$ cat src/rtl/nor2_bist_ctrl.sv
// -----------------------------------------------------------------------------
// nor2_bist_ctrl
//   Built-in self-test sequencer for one 2-input NOR gate instance. A run
//   drives the four input vectors 00,01,10,11 onto the gate pins. Each vector
//   is held for SETTLE_CYCLES cycles and then sampled for one cycle. The sampled
//   gate output is compared with the expected NOR value. A run is PASSES full
//   sweeps long. At the end the block pulses done, publishes a pass flag, and
//   holds a saturating mismatch count until the next accepted start.
//
// Parameters
//   SETTLE_CYCLES  cycles each vector is held before its sample cycle (>= 1)
//   PASSES         number of 4-vector sweeps per run (>= 1)
//   ERR_W          width of err_count_o, saturates at 2^ERR_W-1
//
// Ports
//   clk_i        system clock, rising edge
//   rst_ni       asynchronous active-low reset
//   start_i      run request, only looked at while idle
//   dut_a_o      gate input a (registered)
//   dut_b_o      gate input b (registered)
//   dut_o_i      gate output under test, only looked at in the sample cycle
//   busy_o       high while the run is sweeping vectors
//   done_o       one-cycle pulse at the end of a run
//   pass_o       last run had zero mismatches
//   err_count_o  mismatches in the last run (saturating)
//   fail_vec_o   (only with NOR2_BIST_LOG_EN) sticky per-vector mismatch mask
//
// Build option
//   NOR2_BIST_LOG_EN  when defined, adds fail_vec_o and its logging logic.
// -----------------------------------------------------------------------------
module nor2_bist_ctrl #(
  parameter int unsigned SETTLE_CYCLES = 1,
  parameter int unsigned PASSES        = 1,
  parameter int unsigned ERR_W         = 4
) (
  input  logic             clk_i,
  input  logic             rst_ni,
  input  logic             start_i,
  output logic             dut_a_o,
  output logic             dut_b_o,
  input  logic             dut_o_i,
  output logic             busy_o,
  output logic             done_o,
  output logic             pass_o,
  output logic [ERR_W-1:0] err_count_o
`ifdef NOR2_BIST_LOG_EN
  ,
  output logic [3:0]       fail_vec_o
`endif
);

  localparam int unsigned SW = (SETTLE_CYCLES < 2) ? 1 : $clog2(SETTLE_CYCLES + 1);
  localparam int unsigned PW = (PASSES < 2) ? 1 : $clog2(PASSES);

  localparam logic [SW-1:0]    SETTLE_LOAD = SW'(SETTLE_CYCLES);
  localparam logic [SW-1:0]    SETTLE_LAST = SW'(1);
  localparam logic [PW-1:0]    LAST_PASS   = PW'(PASSES - 1);
  localparam logic [ERR_W-1:0] ERR_ZERO    = {ERR_W{1'b0}};
  localparam logic [ERR_W-1:0] ERR_MAX     = {ERR_W{1'b1}};

  typedef enum logic [1:0] {
    S_IDLE   = 2'd0,
    S_SETTLE = 2'd1,
    S_SAMPLE = 2'd2,
    S_DONE   = 2'd3
  } state_e;

  // Expected gate response for the vector currently on the pins.
  function automatic logic nor_expect(input logic a, input logic b);
    return ~(a | b);
  endfunction

  // Mismatch counter increment that sticks at the all-ones value.
  function automatic logic [ERR_W-1:0] sat_inc(input logic [ERR_W-1:0] cnt);
    if (cnt == ERR_MAX) begin
      return cnt;
    end else begin
      return cnt + {{(ERR_W-1){1'b0}}, 1'b1};
    end
  endfunction

  state_e           state_q, state_d;
  logic [1:0]       vec_q, vec_d;
  logic [SW-1:0]    settle_q, settle_d;
  logic [PW-1:0]    pcnt_q, pcnt_d;
  logic [ERR_W-1:0] err_q, err_d;
  logic             pass_q, pass_d;
  logic             busy_q, busy_d;
  logic             done_q, done_d;
  logic             a_q, a_d;
  logic             b_q, b_d;
`ifdef NOR2_BIST_LOG_EN
  logic [3:0]       fail_q, fail_d;
`endif

  logic             last_vec_s;
  logic             last_pass_s;
  logic             mismatch_s;

  assign last_vec_s  = (vec_q == 2'd3);
  assign last_pass_s = (pcnt_q == LAST_PASS);
  // Compare against the registered pins: that is exactly what the gate sees.
  assign mismatch_s  = (dut_o_i != nor_expect(a_q, b_q));

  // State register.
  always_ff @(posedge clk_i or negedge rst_ni) begin
    if (!rst_ni) begin
      state_q <= S_IDLE;
    end else begin
      state_q <= state_d;
    end
  end

  // Next-state logic.
  always_comb begin
    state_d = state_q;
    case (state_q)
      S_IDLE: begin
        if (start_i) begin
          state_d = S_SETTLE;
        end else begin
          state_d = S_IDLE;
        end
      end
      S_SETTLE: begin
        if (settle_q == SETTLE_LAST) begin
          state_d = S_SAMPLE;
        end else begin
          state_d = S_SETTLE;
        end
      end
      S_SAMPLE: begin
        if (last_vec_s && last_pass_s) begin
          state_d = S_DONE;
        end else begin
          state_d = S_SETTLE;
        end
      end
      S_DONE:  state_d = S_IDLE;
      default: state_d = S_IDLE;
    endcase
  end

  // Output and datapath next values; busy/done are derived from the next
  // state so that the registered copies line up with the state they describe.
  always_comb begin
    vec_d    = vec_q;
    settle_d = settle_q;
    pcnt_d   = pcnt_q;
    err_d    = err_q;
    pass_d   = pass_q;
    a_d      = a_q;
    b_d      = b_q;
`ifdef NOR2_BIST_LOG_EN
    fail_d   = fail_q;
`endif
    busy_d   = (state_d == S_SETTLE) || (state_d == S_SAMPLE);
    done_d   = (state_d == S_DONE);

    case (state_q)
      S_IDLE: begin
        if (start_i) begin
          vec_d    = 2'd0;
          pcnt_d   = {PW{1'b0}};
          err_d    = ERR_ZERO;
          pass_d   = 1'b0;
          settle_d = SETTLE_LOAD;
          a_d      = 1'b0;
          b_d      = 1'b0;
`ifdef NOR2_BIST_LOG_EN
          fail_d   = 4'b0000;
`endif
        end else begin
          vec_d    = vec_q;
        end
      end
      S_SETTLE: begin
        settle_d = settle_q - SETTLE_LAST;
      end
      S_SAMPLE: begin
        if (mismatch_s) begin
          err_d = sat_inc(err_q);
`ifdef NOR2_BIST_LOG_EN
          fail_d[vec_q] = 1'b1;
`endif
        end else begin
          err_d = err_q;
        end

        if (!last_vec_s) begin
          vec_d    = vec_q + 2'd1;
          settle_d = SETTLE_LOAD;
          {a_d, b_d} = vec_q + 2'd1;
        end else if (!last_pass_s) begin
          vec_d    = 2'd0;
          pcnt_d   = pcnt_q + {{(PW-1){1'b0}}, 1'b1};
          settle_d = SETTLE_LOAD;
          a_d      = 1'b0;
          b_d      = 1'b0;
        end else begin
          // Final sample: the verdict must include this cycle's mismatch.
          a_d      = 1'b0;
          b_d      = 1'b0;
          pass_d   = (err_d == ERR_ZERO);
        end
      end
      S_DONE: begin
        vec_d = vec_q;
      end
      default: begin
        vec_d = 2'd0;
      end
    endcase
  end

  // Datapath and output registers.
  always_ff @(posedge clk_i or negedge rst_ni) begin
    if (!rst_ni) begin
      vec_q    <= 2'd0;
      settle_q <= {SW{1'b0}};
      pcnt_q   <= {PW{1'b0}};
      err_q    <= ERR_ZERO;
      pass_q   <= 1'b0;
      busy_q   <= 1'b0;
      done_q   <= 1'b0;
      a_q      <= 1'b0;
      b_q      <= 1'b0;
`ifdef NOR2_BIST_LOG_EN
      fail_q   <= 4'b0000;
`endif
    end else begin
      vec_q    <= vec_d;
      settle_q <= settle_d;
      pcnt_q   <= pcnt_d;
      err_q    <= err_d;
      pass_q   <= pass_d;
      busy_q   <= busy_d;
      done_q   <= done_d;
      a_q      <= a_d;
      b_q      <= b_d;
`ifdef NOR2_BIST_LOG_EN
      fail_q   <= fail_d;
`endif
    end
  end

  assign dut_a_o     = a_q;
  assign dut_b_o     = b_q;
  assign busy_o      = busy_q;
  assign done_o      = done_q;
  assign pass_o      = pass_q;
  assign err_count_o = err_q;
`ifdef NOR2_BIST_LOG_EN
  assign fail_vec_o  = fail_q;
`endif

endmodule

$ cat config.mk
export PLATFORM = sky130hd
export DESIGN_NAME = nor2_bist_ctrl
export DESIGN_NICKNAME = d
export VERILOG_FILES = /design/src/rtl/nor2_bist_ctrl.sv
export SDC_FILE = /design/constraint.sdc
export NUM_CORES = 1
export LEC_CHECK = 0
export BUFFER_PORTS_ARGS = -buffer_cell sky130_fd_sc_hd__clkbuf_2
export CAP_MARGIN = 20
export CORE_UTILIZATION = 45
export DETAILED_ROUTE_END_ITERATION = 7
export PLACE_DENSITY = 0.67
export SYNTH_ARGS = -nofsm -noshare
export SYNTH_HDL_FRONTEND = slang
export SYNTH_SLANG_ARGS = --single-unit
$ cat constraint.sdc
create_clock -name clk_i -period 3.54 [get_ports clk_i]
set_input_delay 0.177 -clock clk_i [delete_from_list [all_inputs] [get_ports clk_i]]
set_output_delay 0.177 -clock clk_i [all_outputs]
set_load 0.02 [all_outputs]
==> results of run 1 <==
power by group through the flow:
| stage | combinational [mW] | clock (mW) | sequential, mW |
|---|---|---|---|
| 2_1_floorplan | 0.222 | 0 | 0.303 |
| 3_3_place_gp | 0.306 | 0 | 0.295 |
| 3_5_place_dp | 0.312 | 0 | 0.297 |
| 4_1_cts | 0.314 | 0.121 | 0.295 |
| 5_1_grt | 0.342 | 0.129 | 0.307 |
| 6_report | 0.309 | 0.117 | 0.298 |
flip-flops by register name, indices dropped and copies added (netlist names):
name / flops
pass_o: 1
state_q: 2
dut_a_o: 1
err_count_o: 4
done_o: 1
vec_q: 2
busy_o: 1
settle_q: 1
dut_b_o: 1
Yosys cell counts, drive strengths merged:
library cell,number
nor2,5
o22a,1
nor3,1
a21o,1
mux2,3
inv,2
clkbuf,2
or3,1
o31a,2
a311oi,1
mux2i,3
nand3,1
o41ai,1
nor2b,3
a22o,8
dfrtp,14
a21boi,1
ha,3
o21ai,6
a21oi,3
nand2,3
a32o,1
cell families (layout without fill, tap and decap cells):
logic type	Yosys count	after routing
buf+inv	4	19
mux	6	6
flops	14	14
simple gates	14	14
fa+ha+maj	3	3
compound gates	25	25
cell type report:
cell class              count  area share, %
multi-input cells          48           42.8
flip-flops and latches     14           41.4
repair buffers             13           8.28
clock buffers               4           4.29
well taps                  16           2.37
inverters                   2          0.888
worst max-delay path by stage:
| stage | endpoint | slack (ns) | depth (start not counted) |
|---|---|---|---|
| 3_5_place_dp | pass_o | 1.74 | 4 |
| 6_report | pass_o | 1.76 | 4 |
| 3_3_place_gp | pass_o | 1.82 | 4 |
| 2_1_floorplan | pass_o | 1.76 | 4 |
| 5_1_grt | pass_o | 1.68 | 4 |
| 4_1_cts | pass_o | 1.76 | 4 |
per-stage QoR:
stage | hold WS (ns) | power (mW)
floorplan | -0.119 | 0.525
global placement | 0.108 | 0.600
detailed placement | 0.107 | 0.609
CTS | 0.202 | 0.730
global route | 0.229 | 0.779
finish | 0.206 | 0.723
per-layer routing:
metal  part of all wire [%]  track usage (%)  up-vias
met5                      0                0        -
met2                     46             26.8       14
li1                       -                -      281
met3                    3.1             3.88        4
met1                     49             26.4      282
met4                    1.9             11.3        0
timing repair:
item | in CTS | in global routing
setup buffers | 0 | 0
hold endpoints to repair | 14 | 0
hold buffers | 1 | 0
==> results by group, run 1 <==
Finish
  • Nets: 89
  • Multi-input gate area: between 300 and 400 sq um
  • Commonest non-fill, non-tap cell in the layout: dfrtp_1
  • Non-Filler Instances: 97
  • # diodes: 0
  • Fraction of layout cells with a size suffix above 1: 25.9%
  • Most frequent cells in the layout: dfrtp_1 (14), clkbuf_2 (12), a22o_1 (7)
  • Fillers: 148
  • Synthesis-to-finish area growth: 16.4%
  • Final Util: a little under three fifths
  • Register area: 350 sq um
  • Final Instance Area: roughly 850 sq um

Yosys
  • Combinational family with the most area after synthesis: compound AO/OA/AOI/OAI gates
  • Synth area leaders: dfrtp_1 (48%), a22o_1 (8.4%), ha_1 (5.2%)
  • Synth Register Bits: 14
  • Syn_area_per_cell: 11.0 sq um
  • Cells after synthesis: 66
  • Post-synthesis sequential area ratio: approximately half
  • Post-synthesis mux area share: 9.29%
  • Synth Area in Simple Gates: 9.64%
  • Largest area contributor in the netlist: dfrtp_1
  • Syn. warnings: 0
  • Post-synth top area share: 48.2%
  • Syn_nets: 73
  • Post-Synth Adder-Cell Area: 5.16%
  • Yosys cell types: 26
  • Synth Cell Area: approximately 730 sq um
  • Synth Area in XOR/XNOR: 0%
  • Compound-Gate Fraction of Synth Area: 25.6%

Power
  • Pwr/cell area: 855 mW/mm^2
  • Clock share of power: 16.2%
  • Power share of the combinational group: a little over two fifths
  • Internal power contribution: 0.433 mW
  • Max VDD drop: ~0.00052 V
  • Sw power: 0.291 mW
  • Leakage power: 0.417 nW
  • Switching Share: 40.2%
  • Flop pwr share: between 40% and 50%

GRT
  • Global-route usage over all layers: 18.9%
  • Largest net degree at the start of global routing: 16
  • GR Overflow Total: 0
  • Initial antenna violation count: 0
  • First-pass GRT wire length: 2.44 mm
  • Number of global-route vias before repair: 534

Timing
  • RSZ-0062 raised after global routing: no
  • TNS Setup: 0 ns
  • Fmax: between 500 and 600 MHz
  • Least-Margin Pin Slew: 0.575 ns
  • PnR worst setup slack: 1.76 ns
  • Final setup fails: 0
  • Final Cycle Share: approximately half
  • Slew Viols, Final: 0
  • Hold Vio Cnt, Final: 0
  • Max_slew headroom: 61.4%
  • Clock Skew: about 0.0022 ns
  • Crit path time final: 1.78 ns

Setup path
  • Worst-path fanout max: 4
  • Critical path startpoint: dut_b_o
  • Crit start category: register
  • Buffers and inverters on the worst path: 0
  • Crit path capture type: register
  • Family with the most delay on the worst path: compound AO/OA/AOI/OAI gates
  • Crit path largest cell delay: 0.42 ns
  • Reg2reg start: dut_b_o
  • R2r setup slk: 1.76 ns
  • Worst Path Class, Setup: reg -> reg
  • WP data required: 3.72 ns
  • Crit-path slowest cell: dfrtp_1
  • Critical-path cell list: or3_4, a21boi_0, mux2_2, o41ai_1
  • Worst r2r path cells: 4
  • Crit path DAT: 1.96 ns
  • FF-to-FF End: pass_o

Die
  • Die area: 0.00178 sq mm
  • Width of the die: about 42 um
  • Initial Utilization: 48.3%
  • Io pins: 13
  • Core footprint: 0.00151 sq mm
  • Die Span Y: 42.2 um
  • FP Rows: 14

Min path
  • Hold-critical path depth: 2
  • HP Class: in -> reg
  • Hold Path Origin: start_i
  • WHS Endpoint: state_q[0]

Clocking
  • TritonCTS Buffers: 3
  • Reg clk slew, reported paths: 0.09 ns
  • TritonCTS clock tree: built
  • CTS max path bufs: 2
  • CTS H-Tree Depth: 1
  • Worst-Skew Late Latency: 0.28 ns
  • CTS sink cnt: 14
  • Clock root buffer: clkbuf_4
  • Post-cts repair resize count: 0

Route
  • DR WL/cell: 14.8 um
  • Starting DRT DRC Count: 7
  • Vias: 581
  • Drc violations: 0
  • WL final: roughly 1.4 mm
  • First-pass detailed-route iteration total: 4
  • Antenna-violating nets left: 0
  • Avg Vias per Cell: 5.99

Placement
  • Instance area at placement: 800 sq um
  • Number of port buffers: 12
  • Cell count after placement: 92
  • Hpwl dp: 1.06 mm
  • GPL Wtd Cong: 0.724
  • DP Worst Slack: 1.74 ns

Outcome
  • Status: finished, final reports clean

Run
  • Maxcap violations: 0
Note: power is estimated with default switching activity, not from simulation.
==> run 2: changes to the inputs <==
PLACE_DENSITY = 0.69   (was 0.67)
clock period = 1.5 ns   (was 3.54 ns; I/O delays follow)
==> run 2 against run 1 <==
Compared with the run above:
- the run now ends with setup timing left
- sequential power rose by 120%
- cell area rose by 9.3%
- utilization rose by 5.2 points
- global-route usage rose by 1.2 points
- die area did not move
- hold slack got worse by 0.069 ns
- critical path depth did not move
- fmax rose by 4.9%
- first-iteration DRC count did not move
- combinational power rose to 3.0 times the previous value
- register-to-register slack got worse by 2.0 ns
==> results by group, run 2 (synthesized netlist as in run 1, its figures left out) <==
Outcome
  • Status: finished with violations
  • Failing checks: setup timing

GRT
  • Global-route usage over all layers: 20.1% (+1.2 points)
  • First-pass GRT wire length: 2.66 mm (+9.1%)
  • Largest net degree at the start of global routing: 15 (-1)
  • Initial antenna violation count: 0 (unchanged)
  • Number of global-route vias before repair: 594 (+11%)
  • GR Overflow Total: 0 (unchanged)

Route
  • Drc violations: 0 (unchanged)
  • Vias: 602 (+3.6%)
  • WL final: 1.52 mm (+5.8%)
  • DR WL/cell: 14.4 um (-3.2%)
  • Avg Vias per Cell: 5.68 (-5.2%)
  • First-pass detailed-route iteration total: 4 (unchanged)
  • Starting DRT DRC Count: 7 (unchanged)
  • Antenna-violating nets left: 0 (unchanged)

Setup path
  • Crit path DAT: 1.85 ns (-0.11 ns)
  • FF-to-FF End: err_count_o[0]
  • Reg2reg start: dut_a_o
  • Worst Path Class, Setup: reg -> reg
  • R2r setup slk: -0.19 ns (-1.96 ns)
  • Worst-path fanout max: 3 (-1)
  • Crit path capture type: register
  • Crit start category: register
  • WP data required: 1.66 ns (-2.06 ns)
  • Worst r2r path cells: 4 (unchanged)

Finish
  • Most frequent cells in the layout: dfrtp_1 (12), clkbuf_2 (12), buf_4 (9)
  • Fillers: 129 (-13%)
  • Fraction of layout cells with a size suffix above 1: 37.8% (+12 points)
  • Nets: 98 (+10%)
  • # diodes: 0 (unchanged)
  • Synthesis-to-finish area growth: 27.2%
  • Flip-flop count of the largest register after layout: 4 (unchanged)
  • Register area: 353 sq um (+0.71%)
  • Multi-input gate area: 380 sq um (+5.2%)

Clocking
  • TritonCTS Buffers: 3 (unchanged)
  • Clock root buffer: clkbuf_4
  • CTS sink cnt: 14 (unchanged)
  • Worst-Skew Late Latency: 0.28 ns (about the same)
  • CTS max path bufs: 2 (unchanged)
  • Reg clk slew, reported paths: 0.09 ns (about the same)
  • CTS H-Tree Depth: 1 (unchanged)
  • TritonCTS clock tree: built

Power
  • Internal power contribution: 1.10 mW (+150%)
  • Switching Share: 39.2% (-0.97 points)
  • Leakage power: 0.461 nW (+11%)
  • Pwr/cell area: 1960 mW/mm^2 (+130%)
  • Post-layout power: 1.81 mW (+150%)
  • Sw power: 0.710 mW (+140%)
  • Max VDD drop: 0.00128 V (+150%)
  • Power share of the combinational group: 51.6% (+8.9 points)
  • Clock share of power: 12.0% (-4.2 points)
  • Flop pwr share: 36.4% (-4.8 points)

Min path
  • HP Class: in -> reg
  • WHS Endpoint: state_q[0]
  • Hold-critical path depth: 2 (unchanged)
  • Hold Path Origin: start_i

Timing
  • Slew Viols, Final: 0 (unchanged)
  • Final hold slack: 0.137 ns (-0.0692 ns)
  • Final setup fails: 4 (+4)
  • PnR worst setup slack: -0.194 ns (-1.96 ns)
  • Fmax: 590 MHz (+4.9%)
  • Hold Vio Cnt, Final: 0 (unchanged)
  • Least-Margin Pin Slew: 0.366 ns (-0.209 ns)
  • Final Cycle Share: 113% (+63 points)
  • Max_slew headroom: 75.6% (+14 points)
  • Clock Skew: 0.0117 ns (+0.00953 ns)
  • RSZ-0062 raised after global routing: yes
  • Crit path time final: 1.69 ns (-0.0822 ns)

Die
  • Die area: 0.00178 sq mm (unchanged)
  • Width of the die: 42.2 um (unchanged)
  • Core footprint: 0.00151 sq mm (unchanged)
  • Io pins: 13 (unchanged)
  • Die Span Y: 42.2 um (unchanged)
  • FP Rows: 14 (unchanged)
  • Initial Utilization: 48.3% (unchanged)

Run
  • Maxcap violations: 0 (unchanged)

Placement
  • GPL Wtd Cong: 0.775 (+7.1%)
  • Hpwl dp: 1.10 mm (+4.3%)
  • Number of port buffers: 12 (unchanged)
run 2: worst max-delay path by stage:
stage	from	endpoint	slack [ns]	cells past startpoint
floorplan	dut_a_o	err_count_o[0]	-0.18	4
global placement	dut_a_o	pass_o	-0.13	4
detailed placement	dut_a_o	pass_o	-0.20	4
CTS	dut_a_o	pass_o	-0.18	4
global route	dut_a_o	err_count_o[0]	-0.23	4
finish	dut_a_o	err_count_o[0]	-0.19	4
run 2: area by class of cell:
class	instances	area share (%)
clock buffers	4	2.84
inverters	2	0.812
multi-input cells	48	41.1
flip-flops and latches	14	38.2
well taps	16	2.17
repair buffers	22	14.9
run 2: worst max-delay path, cell delays in order, from the launching register on:
cell and delay (ns):
dfrtp_2 0.41, or3_4 0.40, a32o_2 0.27, mux2_4 0.30, a22o_1 0.21
run 2: what timing repair did:
item | 4_1_cts | 5_1_grt
cloned | 0 | 0
hold buffers | 1 | 0
setup buffers | 1 | 0
hold endpoints to repair | 14 | 0
gates resized for setup | 2 | 1
endpoints found under the setup margin | 5 | 6
pin swaps | 1 | 3
run 2: through the flow:
stage	util (%)	std cells	TNS [ns]	cell area, sq um	setup slack, ns
after floorplan	-	66	-0.616	737	-0.182
after global placement	57.7	100	-0.444	870	-0.130
after detailed placement	57.7	100	-0.617	870	-0.204
after CTS	61.1	106	-0.630	921	-0.179
after global routing	61.4	106	-0.805	925	-0.235
final	61.4	106	-0.590	925	-0.194
run 2: per-layer routing:
layer / global-route usage (%) / routed length [um]
met3: 2.59 / 35
met5: 0 / 0
met4: 13.1 / 44
met2: 29.2 / 684
met1: 27.9 / 760
run 2: power groups by stage:
stage	registers [mW]	logic, mW	clock network (mW)
after floorplan	0.720	0.531	0
after global placement	0.658	0.884	0
after detailed placement	0.666	0.901	0
after CTS	0.656	0.933	0.227
after global routing	0.682	1.04	0.247
final	0.660	0.935	0.217
